===== config.mk =====
export PLATFORM = sky130hd
export DESIGN_NAME = vend_ctrl_multi_flat
export DESIGN_NICKNAME = d
export VERILOG_FILES = /design/src/rtl/vend_ctrl_multi_if.sv /design/src/rtl/vend_ctrl_multi.sv /design/src/flat_wrapper.sv
export SDC_FILE = /design/constraint.sdc
export NUM_CORES = 1
export LEC_CHECK = 0
export CAP_MARGIN = 20
export CORE_ASPECT_RATIO = 2
export CORE_MARGIN = 2
export CORE_UTILIZATION = 55
export DETAILED_ROUTE_END_ITERATION = 16
export GPL_ROUTABILITY_DRIVEN = 0
export GPL_TIMING_DRIVEN = 1
export PLACE_DENSITY = 0.9
export SLEW_MARGIN = 20
export SYNTH_ARGS = -nofsm -noshare
export SYNTH_HDL_FRONTEND = slang
export SYNTH_SLANG_ARGS = --single-unit

===== constraint.sdc =====
create_clock -name clk -period 4.7 [get_ports clk]
set_clock_uncertainty 0.2 [all_clocks]
set_input_delay 1.175 -clock clk [delete_from_list [all_inputs] [get_ports clk]]
set_output_delay 1.175 -clock clk [all_outputs]
set_load 0.05 [all_outputs]

===== src/rtl/vend_ctrl_multi_if.sv =====
// Front-end / driver bundle for the multi-item vending controller.
// master = keypad, coin acceptor and restock port; slave = the controller itself.
interface vend_ctrl_multi_if #(
   parameter int NUM_ITEMS = 4,
   parameter int CREDIT_W  = 8,
   parameter int STOCK_W   = 4
);
   localparam int ITEM_W = (NUM_ITEMS > 1) ? $clog2(NUM_ITEMS) : 1;

   logic                          coin_valid;
   logic [1:0]                    coin_code;
   logic                          sel_valid;
   logic [ITEM_W-1:0]             sel_item;
   logic                          cancel;
   logic [NUM_ITEMS*CREDIT_W-1:0] price;
   logic                          restock_valid;
   logic [ITEM_W-1:0]             restock_item;
   logic [STOCK_W-1:0]            restock_qty;

   logic [CREDIT_W-1:0]           credit;
   logic                          busy;
   logic                          coin_reject;
   logic                          sel_nack;
   logic                          vend_valid;
   logic [ITEM_W-1:0]             vend_item;
   logic                          chg_valid;
   logic [1:0]                    chg_code;

   modport master (
      output coin_valid, coin_code, sel_valid, sel_item, cancel, price,
             restock_valid, restock_item, restock_qty,
      input  credit, busy, coin_reject, sel_nack, vend_valid, vend_item,
             chg_valid, chg_code
   );

   modport slave (
      input  coin_valid, coin_code, sel_valid, sel_item, cancel, price,
             restock_valid, restock_item, restock_qty,
      output credit, busy, coin_reject, sel_nack, vend_valid, vend_item,
             chg_valid, chg_code
   );
endinterface


===== src/rtl/vend_ctrl_multi.sv =====
// Multi-item coin vending controller: credit collection, per-item stock, cancel,
// inactivity refund and serial largest-first change payout. All outputs registered.
module vend_ctrl_multi #(
   parameter int NUM_ITEMS  = 4,
   parameter int CREDIT_W   = 8,
   parameter int MAX_CREDIT = 100,
   parameter int COIN0_VAL  = 5,
   parameter int COIN1_VAL  = 10,
   parameter int COIN2_VAL  = 20,
   parameter int STOCK_W    = 4,
   parameter int TIMEOUT    = 16
) (
   input logic             clk,
   input logic             rst,
   vend_ctrl_multi_if.slave bus
);
   localparam int ITEM_W = (NUM_ITEMS > 1) ? $clog2(NUM_ITEMS) : 1;
   localparam int TMR_W  = $clog2(TIMEOUT + 1);

   localparam logic [1:0] S_IDLE    = 2'd0;
   localparam logic [1:0] S_COLLECT = 2'd1;
   localparam logic [1:0] S_VEND    = 2'd2;
   localparam logic [1:0] S_CHANGE  = 2'd3;

   localparam logic [CREDIT_W-1:0] C0    = CREDIT_W'(COIN0_VAL);
   localparam logic [CREDIT_W-1:0] C1    = CREDIT_W'(COIN1_VAL);
   localparam logic [CREDIT_W-1:0] C2    = CREDIT_W'(COIN2_VAL);
   localparam logic [CREDIT_W:0]   LIMIT = (CREDIT_W + 1)'(MAX_CREDIT);

   logic [1:0]          state, state_d;
   logic [CREDIT_W-1:0] credit_d;
   logic [TMR_W-1:0]    timer, timer_d;
   logic [STOCK_W-1:0]  stock [NUM_ITEMS];
   logic [ITEM_W-1:0]   item_q;
   logic [CREDIT_W-1:0] price_q;

   logic [CREDIT_W-1:0] coin_val;
   logic [CREDIT_W:0]   coin_sum;
   logic                coin_ok;
   logic [CREDIT_W-1:0] sel_price;
   logic                sel_ok;
   logic                sel_in_range;
   logic                restock_in_range;
   logic [1:0]          chg_code_d;
   logic [CREDIT_W-1:0] chg_val;
   logic [CREDIT_W-1:0] chg_rem;

   logic coin_acc, sel_acc, restock_en, pay, vend_do;

   // Item indices only need a range check when NUM_ITEMS is not a power of two.
   if ((1 << ITEM_W) == NUM_ITEMS) begin : g_full_range
      assign sel_in_range     = 1'b1;
      assign restock_in_range = 1'b1;
   end else begin : g_part_range
      assign sel_in_range     = (32'(bus.sel_item) < NUM_ITEMS);
      assign restock_in_range = (32'(bus.restock_item) < NUM_ITEMS);
   end

   // NOTE: every always_comb output gets a default first so no path can infer a latch.
   always_comb begin
      coin_val = C2;
      case (bus.coin_code)
         2'd0:    coin_val = C0;
         2'd1:    coin_val = C1;
         default: coin_val = C2;
      endcase
   end

   // Sum kept one bit wider than credit so an overflowing coin cannot wrap past the limit.
   assign coin_sum  = {1'b0, bus.credit} + {1'b0, coin_val};
   assign coin_ok   = bus.coin_valid && (bus.coin_code != 2'd3) && (coin_sum <= LIMIT);
   assign sel_price = bus.price[bus.sel_item*CREDIT_W +: CREDIT_W];
   assign sel_ok    = sel_in_range && (stock[bus.sel_item] != '0) &&
                      (bus.credit >= sel_price);

   always_comb begin
      chg_code_d = 2'd0;
      chg_val    = C0;
      if (bus.credit >= C2) begin
         chg_code_d = 2'd2;
         chg_val    = C2;
      end else if (bus.credit >= C1) begin
         chg_code_d = 2'd1;
         chg_val    = C1;
      end
   end

   assign chg_rem = (bus.credit > chg_val) ? (bus.credit - chg_val) : '0;

   always_comb begin
      state_d    = state;
      credit_d   = bus.credit;
      timer_d    = '0;
      coin_acc   = 1'b0;
      sel_acc    = 1'b0;
      restock_en = 1'b0;
      pay        = 1'b0;
      vend_do    = 1'b0;
      case (state)
         S_IDLE: begin
            restock_en = bus.restock_valid && restock_in_range;
            if (coin_ok) begin
               coin_acc = 1'b1;
               credit_d = coin_val;
               state_d  = S_COLLECT;
            end
         end
         S_COLLECT: begin
            if (bus.cancel) begin
               state_d = S_CHANGE;
            end else if (bus.sel_valid && sel_ok) begin
               sel_acc = 1'b1;
               state_d = S_VEND;
            end else if (coin_ok) begin
               coin_acc = 1'b1;
               credit_d = coin_sum[CREDIT_W-1:0];
            end
            // Any front-end activity restarts the inactivity window.
            if (!(bus.coin_valid || bus.sel_valid || bus.cancel)) begin
               if (timer == TMR_W'(TIMEOUT - 1)) state_d = S_CHANGE;
               else                              timer_d = timer + 1'b1;
            end
         end
         S_VEND: begin
            vend_do  = 1'b1;
            credit_d = (bus.credit > price_q) ? (bus.credit - price_q) : '0;
            state_d  = (credit_d != '0) ? S_CHANGE : S_IDLE;
         end
         S_CHANGE: begin
            if (bus.credit == '0) begin
               state_d = S_IDLE;
            end else begin
               pay      = 1'b1;
               credit_d = chg_rem;
               if (chg_rem == '0) state_d = S_IDLE;
            end
         end
         default: state_d = S_IDLE;
      endcase
   end

   // NOTE: state and outputs update with non-blocking assignments so every reader sees pre-edge values.
   always_ff @(posedge clk) begin
      if (rst) begin
         state           <= S_IDLE;
         timer           <= '0;
         item_q          <= '0;
         price_q         <= '0;
         bus.credit      <= '0;
         bus.busy        <= 1'b0;
         bus.coin_reject <= 1'b0;
         bus.sel_nack    <= 1'b0;
         bus.vend_valid  <= 1'b0;
         bus.vend_item   <= '0;
         bus.chg_valid   <= 1'b0;
         bus.chg_code    <= 2'd0;
         // NOTE: the stock array is a handful of flops, not a RAM, so it is cleared on reset like any state.
         for (int i = 0; i < NUM_ITEMS; i++) stock[i] <= '0;
      end else begin
         state           <= state_d;
         timer           <= timer_d;
         bus.credit      <= credit_d;
         bus.busy        <= (state_d == S_VEND) || (state_d == S_CHANGE);
         bus.coin_reject <= bus.coin_valid && !coin_acc;
         bus.sel_nack    <= bus.sel_valid && !sel_acc;
         bus.vend_valid  <= vend_do;
         bus.chg_valid   <= pay;
         if (vend_do) bus.vend_item <= item_q;
         if (pay)     bus.chg_code  <= chg_code_d;
         if (sel_acc) begin
            item_q  <= bus.sel_item;
            price_q <= sel_price;
         end
         if (restock_en)   stock[bus.restock_item] <= bus.restock_qty;
         else if (vend_do) stock[item_q]           <= stock[item_q] - 1'b1;
      end
   end
endmodule


===== src/flat_wrapper.sv =====
// flat-port wrapper written by rule: the top's interface ports become plain ports
module vend_ctrl_multi_flat 
#(
   parameter int NUM_ITEMS  = 4,
   parameter int CREDIT_W   = 8,
   parameter int MAX_CREDIT = 100,
   parameter int COIN0_VAL  = 5,
   parameter int COIN1_VAL  = 10,
   parameter int COIN2_VAL  = 20,
   parameter int STOCK_W    = 4,
   parameter int TIMEOUT    = 16
)
  (clk, rst, bus_coin_valid, bus_coin_code, bus_sel_valid, bus_sel_item, bus_cancel, bus_price, bus_restock_valid, bus_restock_item, bus_restock_qty, bus_credit, bus_busy, bus_coin_reject, bus_sel_nack, bus_vend_valid, bus_vend_item, bus_chg_valid, bus_chg_code);
  vend_ctrl_multi_if #(.NUM_ITEMS(NUM_ITEMS), .CREDIT_W(CREDIT_W), .STOCK_W(STOCK_W)) bus_i ();
  input logic clk;
  input logic rst;
  input wire logic [$bits(bus_i.coin_valid)-1:0] bus_coin_valid;
  input wire logic [$bits(bus_i.coin_code)-1:0] bus_coin_code;
  input wire logic [$bits(bus_i.sel_valid)-1:0] bus_sel_valid;
  input wire logic [$bits(bus_i.sel_item)-1:0] bus_sel_item;
  input wire logic [$bits(bus_i.cancel)-1:0] bus_cancel;
  input wire logic [$bits(bus_i.price)-1:0] bus_price;
  input wire logic [$bits(bus_i.restock_valid)-1:0] bus_restock_valid;
  input wire logic [$bits(bus_i.restock_item)-1:0] bus_restock_item;
  input wire logic [$bits(bus_i.restock_qty)-1:0] bus_restock_qty;
  output wire logic [$bits(bus_i.credit)-1:0] bus_credit;
  output wire logic [$bits(bus_i.busy)-1:0] bus_busy;
  output wire logic [$bits(bus_i.coin_reject)-1:0] bus_coin_reject;
  output wire logic [$bits(bus_i.sel_nack)-1:0] bus_sel_nack;
  output wire logic [$bits(bus_i.vend_valid)-1:0] bus_vend_valid;
  output wire logic [$bits(bus_i.vend_item)-1:0] bus_vend_item;
  output wire logic [$bits(bus_i.chg_valid)-1:0] bus_chg_valid;
  output wire logic [$bits(bus_i.chg_code)-1:0] bus_chg_code;
  assign bus_i.coin_valid = bus_coin_valid;
  assign bus_i.coin_code = bus_coin_code;
  assign bus_i.sel_valid = bus_sel_valid;
  assign bus_i.sel_item = bus_sel_item;
  assign bus_i.cancel = bus_cancel;
  assign bus_i.price = bus_price;
  assign bus_i.restock_valid = bus_restock_valid;
  assign bus_i.restock_item = bus_restock_item;
  assign bus_i.restock_qty = bus_restock_qty;
  assign bus_credit = bus_i.credit;
  assign bus_busy = bus_i.busy;
  assign bus_coin_reject = bus_i.coin_reject;
  assign bus_sel_nack = bus_i.sel_nack;
  assign bus_vend_valid = bus_i.vend_valid;
  assign bus_vend_item = bus_i.vend_item;
  assign bus_chg_valid = bus_i.chg_valid;
  assign bus_chg_code = bus_i.chg_code;
  vend_ctrl_multi #(.NUM_ITEMS(NUM_ITEMS), .CREDIT_W(CREDIT_W), .MAX_CREDIT(MAX_CREDIT), .COIN0_VAL(COIN0_VAL), .COIN1_VAL(COIN1_VAL), .COIN2_VAL(COIN2_VAL), .STOCK_W(STOCK_W), .TIMEOUT(TIMEOUT)) u_core (.clk(clk), .rst(rst), .bus(bus_i));
endmodule

After elaboration in Yosys (flattened, before gate mapping)
Memory sizes are Yosys's and may differ from the RTL's. A register that Yosys moved wholly into a read port is not among the register bits.
Cells that the tools add are included.

storage, ports and cells
  memory bits (writable) = 16
  flip-flop bits (word level) = 34
  memories = 1
  input bits = 48
  output and inout bits = 17
  word-level logic and storage cells = 110

cells by class
  add/sub/neg operators = 5
  shifts and indexed selects = 1
  bitwise operators = 1
  mux-type cells = 50
  magnitude comparators = 6
  reductions and logical operators = 21
  equal/unequal tests = 13

memories
  name          words  bits a word  rd ports  clocked after Yosys merged registers in  write ports  line                   text
  u_core.stock  4      4            2         1                                        4            vend_ctrl_multi.sv:33  logic [STOCK_W-1:0] stock [NUM_ITEMS];

operator list
  kind                   number
  $mux W8                8
  $pmux W8 S4            1
  $shiftx A32 B6 Y8      1
  $mux W2                13
  $mux W1                22
  $gt A8 B8 Y1           2
  $logic_not A8 Y1       2
  $sub A8 B8 Y8          2
  $mux W4                3
  $reduce_or A4 Y1       3
  $pmux W5 S2            1
  $add A8 B5 Y9          1
  $le A9 B7 Y1 const B   1
  $eq A2 B2 Y1 const B   4
  $ge A8 B4 Y1 const B   1
  $ge A8 B5 Y1 const B   1
  $ge A8 B8 Y1           1
  $ne A2 B2 Y1 const B   4
  $pmux W2 S4            1
  $reduce_bool A8 Y1     1
  $logic_and A1 B1 Y1    6
  $add A5 B1 Y5 const B  1
  $eq A5 B4 Y1 const B   1
  $reduce_and A5 Y1      1
  other kinds (9)        15

Depth between registers and ports, before layout
Gate-level depths: netlist (run 1).

  depth in word-level cells = 11
  gate-level depth with buffers = 13
  mapped depth without buffers = 12

Worst setup path after synthesis (run 1)
No wires, ideal clock.

  path type = input -> register
  start = input bus_sel_item[0]
  end = register u_core.bus.credit[4]
  library setup time = 0.121 ns
  arrival = 3.702 ns
  stages on the path = 10
  path slack = 0.677 ns
  path buffers = 1
  data required time = 4.379 ns
  cells stage by stage = buf_4 -> mux4_2 -> ha_1 -> nand2b_1 -> a21o_1 -> a211oi_1 -> o21ai_0 -> a31oi_1 -> a21oi_4 -> mux2_4

between the ends
  word-level cells in the longest chain between the ends = 6
  elaborated cells on any way between the ends = 8
  classes of those cells = 1 x order compare; 1 x eq/ne; 1 x shift; 4 x reduce/logical; 1 x memory

RTL lines
  what                         line                      text
  start, declared              flat_wrapper.sv:20        input wire logic [$bits(bus_i.sel_item)-1:0] bus_sel_item;
  $shiftx A32 B6 Y8            vend_ctrl_multi.sv:72     assign sel_price = bus.price[bus.sel_item*CREDIT_W +: CREDIT_W];
  net u_core.sel_price[0]      vend_ctrl_multi.sv:40     logic [CREDIT_W-1:0] sel_price;
  $ge A8 B8 Y1                 vend_ctrl_multi.sv:74     (bus.credit >= sel_price);
  $logic_and A1 B1 Y1          vend_ctrl_multi.sv:73     assign sel_ok = sel_in_range && (stock[bus.sel_item] != '0) &&
  $logic_and A1 B1 Y1          vend_ctrl_multi.sv:111    end else if (bus.sel_valid && sel_ok) begin
  $ne A2 B2 Y1 (no line)       -
  $reduce_and A5 Y1 (no line)  -
  end signal, assigned         vend_ctrl_multi.sv:162    bus.credit <= credit_d;
  end, declared                vend_ctrl_multi_if.sv:39  output credit, busy, coin_reject, sel_nack, vend_valid, vend_item,

The timed path passes the listed nets, and every way through them passes these cells.
A chain may end at the register's enable or synchronous reset.

Final worst setup path (run 1)
  start = input bus_sel_item[0]
  end = register u_core.bus.credit[4]

between the ends
  word-level cells in the longest chain between the ends = 6
  elaborated cells on any way between the ends = 8
  classes of those cells = 1 x order compare; 1 x eq/ne; 1 x shift; 4 x reduce/logical; 1 x memory

RTL lines
  what                                                       line
  $shiftx A32 B6 Y8 / $mem_v2 Z4 W4 (equally long branches)  -
  $ge A8 B8 Y1 / $reduce_bool A4 Y1 (equally long branches)  vend_ctrl_multi.sv:74, vend_ctrl_multi.sv:73
  $logic_and A1 B1 Y1 (*)                                    vend_ctrl_multi.sv:73
  $logic_and A1 B1 Y1 (*)                                    vend_ctrl_multi.sv:111
  $ne A2 B2 Y1 (no line) (*)                                 -
  $reduce_and A5 Y1 (no line) (*)                            -

Every way passes the cells marked *; elsewhere a longest branch is shown, timed or not.

==> reports/metrics.cfg, run 1 <==
[outcome]
status = finished clean

[power_and_ir_drop]
totalPowerFinal_mw = 1.947
p_int_mw = 1.119
p_per_area_nw_per_um2 = 394.6
leakage_nw = 2.017
switching_share_pct = 42.52
combPwrFrac_pct = 53.1
power.share.sequential_pct = 28.4
p_clk_share_pct = 18.5
max-vdd-ir-drop_uv = 193.8
p_switching_uw = 827.8

[place]
dp.cells = 609
pre_cts_ws_ns = 0.07556
placedInstanceArea_um2 = 4787
io_buffers = 64
dp_hpwl_um = 8334

[min_path]
whs_path_depth = 2
min-delay-start = u_core.bus.chg_code[0]
hp-class = reg -> reg
whs_endpoint = u_core.bus.chg_code[0]

[yosys]
avgSynthCellArea_um2 = 8.758
synth.yosys.warnings = 0
synth_async_sr_flop_share_pct = 0
synth_fp_nets = 538
synthCells = 459
syn-cell-area_um2 = 4020
yosysSeqAreaShare_pct = 29.88
synth_edf_count = 16
ys_ff_latch = 52
ys.flop_type = dfxtp_1
synth_cell_type_count = 66

[clocking]
cts_buffer_depth = 2
cts_buffers = 5
cts-htree-levels = 2
cts_sinks = 52
post_cts_buffers = 0
root_buffer = clkbuf_16
clk_pin_slew_ns = 0.06
clk_latency_ns = 0.29
post_cts_resized = 0
cts_tree = built
cts_hold_buf = 0

[floorplan]
rows = 44
boundaryPins = 65
coreArea_um2 = 7157
dieArea_um2 = 8051
die_x_um = 64.46
fp.dieH_um = 124.9
start_util_pct = 56.17

[worst_setup_path]
start_kind = input pin
regToRegEndpoint = u_core.bus.credit[5]
r2r_cells = 11
path_class = in -> reg
rr_startpoint = u_core.bus.credit[6]
critPathCaptureType = register
worstPathArrival_ns = 4.30
slowest_stage = clkdlybuf4s50_1
crit_chain = clkdlybuf4s50_1 > mux4_2 > inv_1 > ha_1 > a2111oi_0 > nor2b_1 > o21ai_0 > a31oi_1 > buf_4 > a21oi_4 > mux2_4
max_stage_delay_ns = 0.70
worstPathMaxFanout = 7
crit_required_ns = 4.68
ff2ff_setup_slack_ns = 0.67

[timing]
worst_hold_slack_ns = 0.2557
worst_pin_slew_ns = 0.7373
rsz0062_at_grt = no
fmax_mhz = 231.6
drv_slew = 0
period_needed_ns = 4.317
finalSetupViolCount = 0
min_period_over_period_pct = 91.85
hold_violations = 0
fin_tns_setup_ns = 0
max_slew_margin_pct = 50.78
layout_setup_ws_ns = 0.3830

[flow_run]
drv_cap = 0

[layout]
n_antenna_cell = 0
finalNetCount = 603
post-route-util_pct = 68.93
syn2layout_area_growth_pct = 22.72
fillers = 579
final_area_um2 = 4933
layoutNonFillerInstCount = 617
drive_above_1_share_pct = 9.333

[grt]
gr-usage-met1_pct = 32.73
track_usage_pct = 28.16
use_met3_pct = 4.246
grt_pass1_wl_um = 17910
grt_max_degree = 30
grt_overflow_total = 0
grt-busiest-layer = met2
antenna_found_initial = 0
grt_pass1_vias = 3945
gr-usage-met2_pct = 46.88

[route]
routedWlPerCell_um = 17.37
drtIter0Drc = 442
num_vias = 3908
vias_per_cell = 6.334
dr.pass1.iters = 5
drc = 0
routed_wl_um = 10720
drtAntennaViolNets = 0

## cell usage after synthesis (all sizes together), types with 4 or more instances
| library cell | count | share of area, % |
|---|---|---|
| a211oi | 13 | 2.6 |
| a21o | 11 | 2.1 |
| a21oi | 21 | 2.9 |
| and3 | 7 | 1.1 |
| buf | 6 | 0.93 |
| clkbuf | 13 | 1.2 |
| dfxtp | 36 | 18 |
| edfxtp | 16 | 12 |
| ha | 28 | 8.7 |
| inv | 35 | 3.3 |
| mux2i | 18 | 4.5 |
| mux4 | 12 | 6.7 |
| nand2 | 38 | 3.6 |
| nand3 | 10 | 1.2 |
| nand4 | 6 | 0.93 |
| nor2 | 57 | 5.3 |
| nor2b | 4 | 0.62 |
| nor3 | 11 | 1.4 |
| nor4 | 6 | 0.93 |
| o211ai | 7 | 1.6 |
| o21a | 4 | 0.75 |
| o21ai | 24 | 3.0 |
| or3 | 4 | 0.65 |
| xnor2 | 10 | 2.2 |
| xor2 | 4 | 0.87 |
## cells in the final DEF (no fill, tap or decap), types with 10 or more instances in the layout
master / count
inv_1: 35
o21ai_0: 23
a21o_1: 10
a211oi_1: 12
a21oi_1: 20
dfxtp_1: 36
clkdlybuf4s50_1: 64
nand2_1: 37
mux2i_1: 18
mux4_2: 12
nand3_1: 10
buf_4: 13
nor3_1: 11
nor2_1: 57
ha_1: 28
xnor2_1: 10
edfxtp_1: 16
## worst max-delay path, delay by kind of cell
family,cells,cell delay (ns)
AO/OA/AOI/OAI,4,0.85
adder cells (fa/ha/maj),1,0.23
buffers and inverters,3,0.94
multiplexers,2,0.89
AND/OR/NAND/NOR,1,0.20
## cells by family after synthesis
kind of cell	Yosys count	share of synthesized area (%)
adders and majority gates	31	10.21
and+or+nand+nor	158	18.61
xor gates and xnor gates	14	3.050
muxes	32	11.86
buffers and inverters	54	5.416
DFF	52	29.88
AOI/OAI and AO/OA	118	20.98
## cell type report
type,instances,area (um^2),area share [%]
clock inverters,3,21.27,0.4311
multi-input cells,353,2601,52.73
well taps,92,115.1,2.333
inverters,35,131.4,2.663
flip-flops and latches,52,1201,24.35
clock buffers,5,125.1,2.536
repair buffers,77,738.2,14.96
## per-layer routing
layer  routed length [um]  vias up
li1                     -     1838
met1                 4007     1787
met2                 5233      230
met3                  883       53
met4                  595        0
met5                    0        -
## worst max path at each step
stage	start	end	depth (start not counted)
floorplan	bus_sel_item[0]	u_core.bus.credit[4]	10
global placement	bus_sel_item[0]	u_core.bus.credit[4]	11
detailed placement	bus_sel_item[0]	u_core.bus.credit[4]	11
CTS	bus_sel_item[0]	u_core.bus.credit[4]	11
global route	bus_sel_item[0]	u_core.bus.credit[4]	11
finish	bus_sel_item[0]	u_core.bus.credit[4]	11
## sequential cells by signal, summed over array words and instances, names as in the netlist, named ones only
signal	cells
u_core.bus.busy	1
u_core.bus.coin_reject	1
u_core.stock	16
u_core.item_q	2
u_core.price_q	8
u_core.bus.vend_item	2
u_core.bus.chg_valid	1
u_core.bus.credit	8
u_core.bus.chg_code	2
u_core.state	2
u_core.timer	5
u_core.bus.vend_valid	1
u_core.bus.sel_nack	1
## power by group through the flow
stage | sequential [mW] | combinational [mW] | clock (mW)
2_1_floorplan | 0.597 | 0.698 | 0
3_3_place_gp | 0.557 | 0.981 | 0
3_5_place_dp | 0.559 | 1.00 | 0
4_1_cts | 0.549 | 1.01 | 0.365
5_1_grt | 0.555 | 1.13 | 0.382
6_report | 0.552 | 1.03 | 0.361
No activity file was read; power rests on OpenSTA's default activity.
==> run 2, diff against run 1 <==
--- a/config.mk
+++ b/config.mk
@@ -6,13 +6,15 @@
 export NUM_CORES = 1
 export LEC_CHECK = 0
 export CAP_MARGIN = 20
+export CELL_PAD_IN_SITES_DETAIL_PLACEMENT = 1
+export CELL_PAD_IN_SITES_GLOBAL_PLACEMENT = 2
 export CORE_ASPECT_RATIO = 2
 export CORE_MARGIN = 2
-export CORE_UTILIZATION = 55
+export CORE_UTILIZATION = 33
 export DETAILED_ROUTE_END_ITERATION = 16
 export GPL_ROUTABILITY_DRIVEN = 0
 export GPL_TIMING_DRIVEN = 1
-export PLACE_DENSITY = 0.9
+export PLACE_DENSITY = 0.89
 export SLEW_MARGIN = 20
 export SYNTH_ARGS = -nofsm -noshare
 export SYNTH_HDL_FRONTEND = slang
==> run 2 against run 1 <==
Against the previous run: clock-buffer cell count stayed put; sequential cell count stayed put; clock power is 3% higher; combinational power is 12% higher; critical path depth is 2 higher; die area is 63% higher; cell count is 10% higher; non-clock buffer count is 7 higher; final area is 2.4% higher; power is 5.3% higher; sequential power is 4.2% lower; maximum frequency is 0.41% lower; largest power group unchanged.
==> reports/metrics.cfg, run 2 (synthesis gave the netlist of run 1 again) <==
[worst_setup_path]
worstPathMaxFanout = 6  ; -1
path_class = in -> reg
critPathCaptureType = register
max_stage_delay_ns = 0.59  ; -0.11 ns
critical_path_buf_inv_count = 4  ; +1
crit_required_ns = 4.70  ; +0.02 ns
start_kind = input pin
worstPathArrival_ns = 4.34  ; +0.04 ns
slowest_stage = clkdlybuf4s50_1
ff2ff_setup_slack_ns = 0.87  ; +0.20 ns
cp_top_family = buffers and inverters
regToRegEndpoint = u_core.bus.credit[5]
r2r_cells = 11  ; unchanged
rr_startpoint = u_core.bus.credit[2]
crit_chain = clkdlybuf4s50_1 > buf_4 > mux4_2 > inv_1 > ha_1 > o21a_1 > o21ai_0 > nor2_1 > or2_2 > a31oi_1 > buf_4 > a21oi_4 > mux2_4
crit_top_cell = buf_4

[clocking]
root_buffer = clkbuf_16
cts-htree-levels = 2  ; unchanged
cts_buffer_depth = 2  ; unchanged
cts_sinks = 52  ; unchanged
cts_hold_buf = 0  ; unchanged
cts_buffers = 5  ; unchanged
cts_tree = built
clk_latency_ns = 0.31  ; +0.02 ns
clk_pin_slew_ns = 0.08  ; +0.02 ns
post_cts_buffers = 0  ; unchanged
post_cts_resized = 0  ; unchanged

[timing]
min_period_over_period_pct = 92.23  ; +0.38 points
worst_pin_slew_ns = 0.7085  ; -0.02874 ns
max_slew_margin_pct = 52.77  ; +2.0 points
layout_setup_ws_ns = 0.3650  ; -0.01799 ns
drv_slew = 0  ; unchanged
rsz0062_at_grt = no
fin_tns_setup_ns = 0  ; unchanged
period_needed_ns = 4.335  ; +0.01799 ns
hold_violations = 0  ; unchanged
finalSetupViolCount = 0  ; unchanged
fmax_mhz = 230.7  ; -0.41%
worst_hold_slack_ns = 0.2685  ; +0.01276 ns

[route]
drc = 0  ; unchanged
routed_wl_um = 14630  ; +37%
routedWlPerCell_um = 21.55  ; +24%
num_vias = 4001  ; +2.4%
vias_per_cell = 5.892  ; -7.0%
drtAntennaViolNets = 0  ; unchanged
dr.pass1.iters = 4  ; -1
drtIter0Drc = 223  ; -50%

[layout]
final_area_um2 = 5052  ; +2.4%
layout_common_cells = clkdlybuf4s50_1, nor2_1, nand2_1
post-route-util_pct = 41.92  ; -27 points
layoutNonFillerInstCount = 679  ; +10%
finalNetCount = 610  ; +1.2%
fillers = 1438  ; +150%
multi_input_area_um2 = 2601  ; unchanged
syn2layout_area_growth_pct = 25.68
drive_above_1_share_pct = 10.34  ; +1.0 points
reg_top3 = u_core.stock: 16 flops, u_core.bus.credit: 8 flops, u_core.price_q: 8 flops
n_antenna_cell = 0  ; unchanged
largest_reg_flops = 16  ; unchanged
register_area_um2 = 1201  ; unchanged
regMostFlops = u_core.stock
final_common_cell = clkdlybuf4s50_1

[power_and_ir_drop]
max-vdd-ir-drop_uv = 193.4  ; -0.18%
totalPowerFinal_mw = 2.049  ; +5.3%
p_per_area_nw_per_um2 = 405.6  ; +2.8%
leakage_nw = 2.047  ; +1.5%

[outcome]
status = finished clean

[floorplan]
fp.dieH_um = 160.1  ; +28%
die_x_um = 82.05  ; +27%
start_util_pct = 33.35  ; -23 points
dieArea_um2 = 13130  ; +63%
coreArea_um2 = 12050  ; +68%
boundaryPins = 65  ; unchanged
rows = 57  ; +30%

[grt]
grt_overflow_total = 0  ; unchanged
antenna_found_initial = 0  ; unchanged
track_usage_pct = 23.69  ; -4.5 points
grt_pass1_vias = 4369  ; +11%
grt_max_degree = 25  ; -17%
grt_pass1_wl_um = 23180  ; +29%

[place]
io_buffers = 64  ; unchanged
pre_cts_ws_ns = 0.08523  ; +0.009674 ns
dp_hpwl_um = 12030  ; +44%
dp.cells = 671  ; +10%
placedInstanceArea_um2 = 4908  ; +2.5%

[min_path]
whs_path_depth = 2  ; unchanged
whs_endpoint = u_core.bus.vend_item[0]
min-delay-start = u_core.bus.vend_item[0]
hp-class = reg -> reg

[flow_run]
drv_cap = 0  ; unchanged

-- run 2: cell types whose count changed in the layout (fill, tap and decap cells not counted) --
cell,previous run,this run
inv_6,1,0
buf_4,13,20
clkinv_2,1,0
clkinvlp_4,1,2
clkinv_1,0,1
-- run 2: worst reg2reg max path, cell delays in order, from the launching register on --
cell and delay (ns):
dfxtp_1 0.53, nor2_1 0.16, o21ai_0 0.31, nor2_1 0.14, ha_1 0.39, a21o_1 0.16, a21oi_1 0.14, o21ai_0 0.57
nand3_1 0.22, a2111oi_0 0.50, a221oi_1 0.11, a211oi_1 0.31
-- run 2: layout make-up --
class	instances	area share, %
Sequential cell	52	23.77
Clock buffer	5	2.476
Tap cell	147	3.640
Clock inverter	3	0.3715
Multi-Input combinational cell	353	51.49
Inverter	35	2.600
Timing Repair Buffer	84	15.65
-- run 2: worst max path at each step --
stage | startpoint | to | slack (ns) | cells after the start
2_1_floorplan | bus_sel_item[0] | u_core.bus.credit[4] | 0.68 | 10
6_report | bus_sel_item[0] | u_core.bus.credit[4] | 0.36 | 13
3_5_place_dp | bus_sel_item[0] | u_core.bus.credit[4] | 0.09 | 11
4_1_cts | bus_sel_item[0] | u_core.bus.credit[4] | 0.37 | 13
3_3_place_gp | bus_sel_item[0] | u_core.bus.credit[4] | 0.15 | 12
5_1_grt | bus_coin_code[1] | u_core.bus.credit[4] | 0.26 | 11
-- run 2: where the power goes --
part | internal (mW) | switching (mW) | leakage (nW) | total [mW]
Combinational | 0.443 | 0.707 | 1.52 | 1.15
Clock | 0.196 | 0.175 | 0.0635 | 0.371
Sequential | 0.499 | 0.0295 | 0.459 | 0.529
Total | 1.14 | 0.911 | 2.05 | 2.05
-- run 2: layer usage --
layer / vias to the layer above / wire length, um / GRT usage, %
li1: 1841 / - / -
met1: 1974 / 4773 / 22.01
met2: 126 / 8108 / 43.68
met3: 60 / 442 / 2.768
met4: 0 / 1309 / 18.64
met5: - / 0 / 0
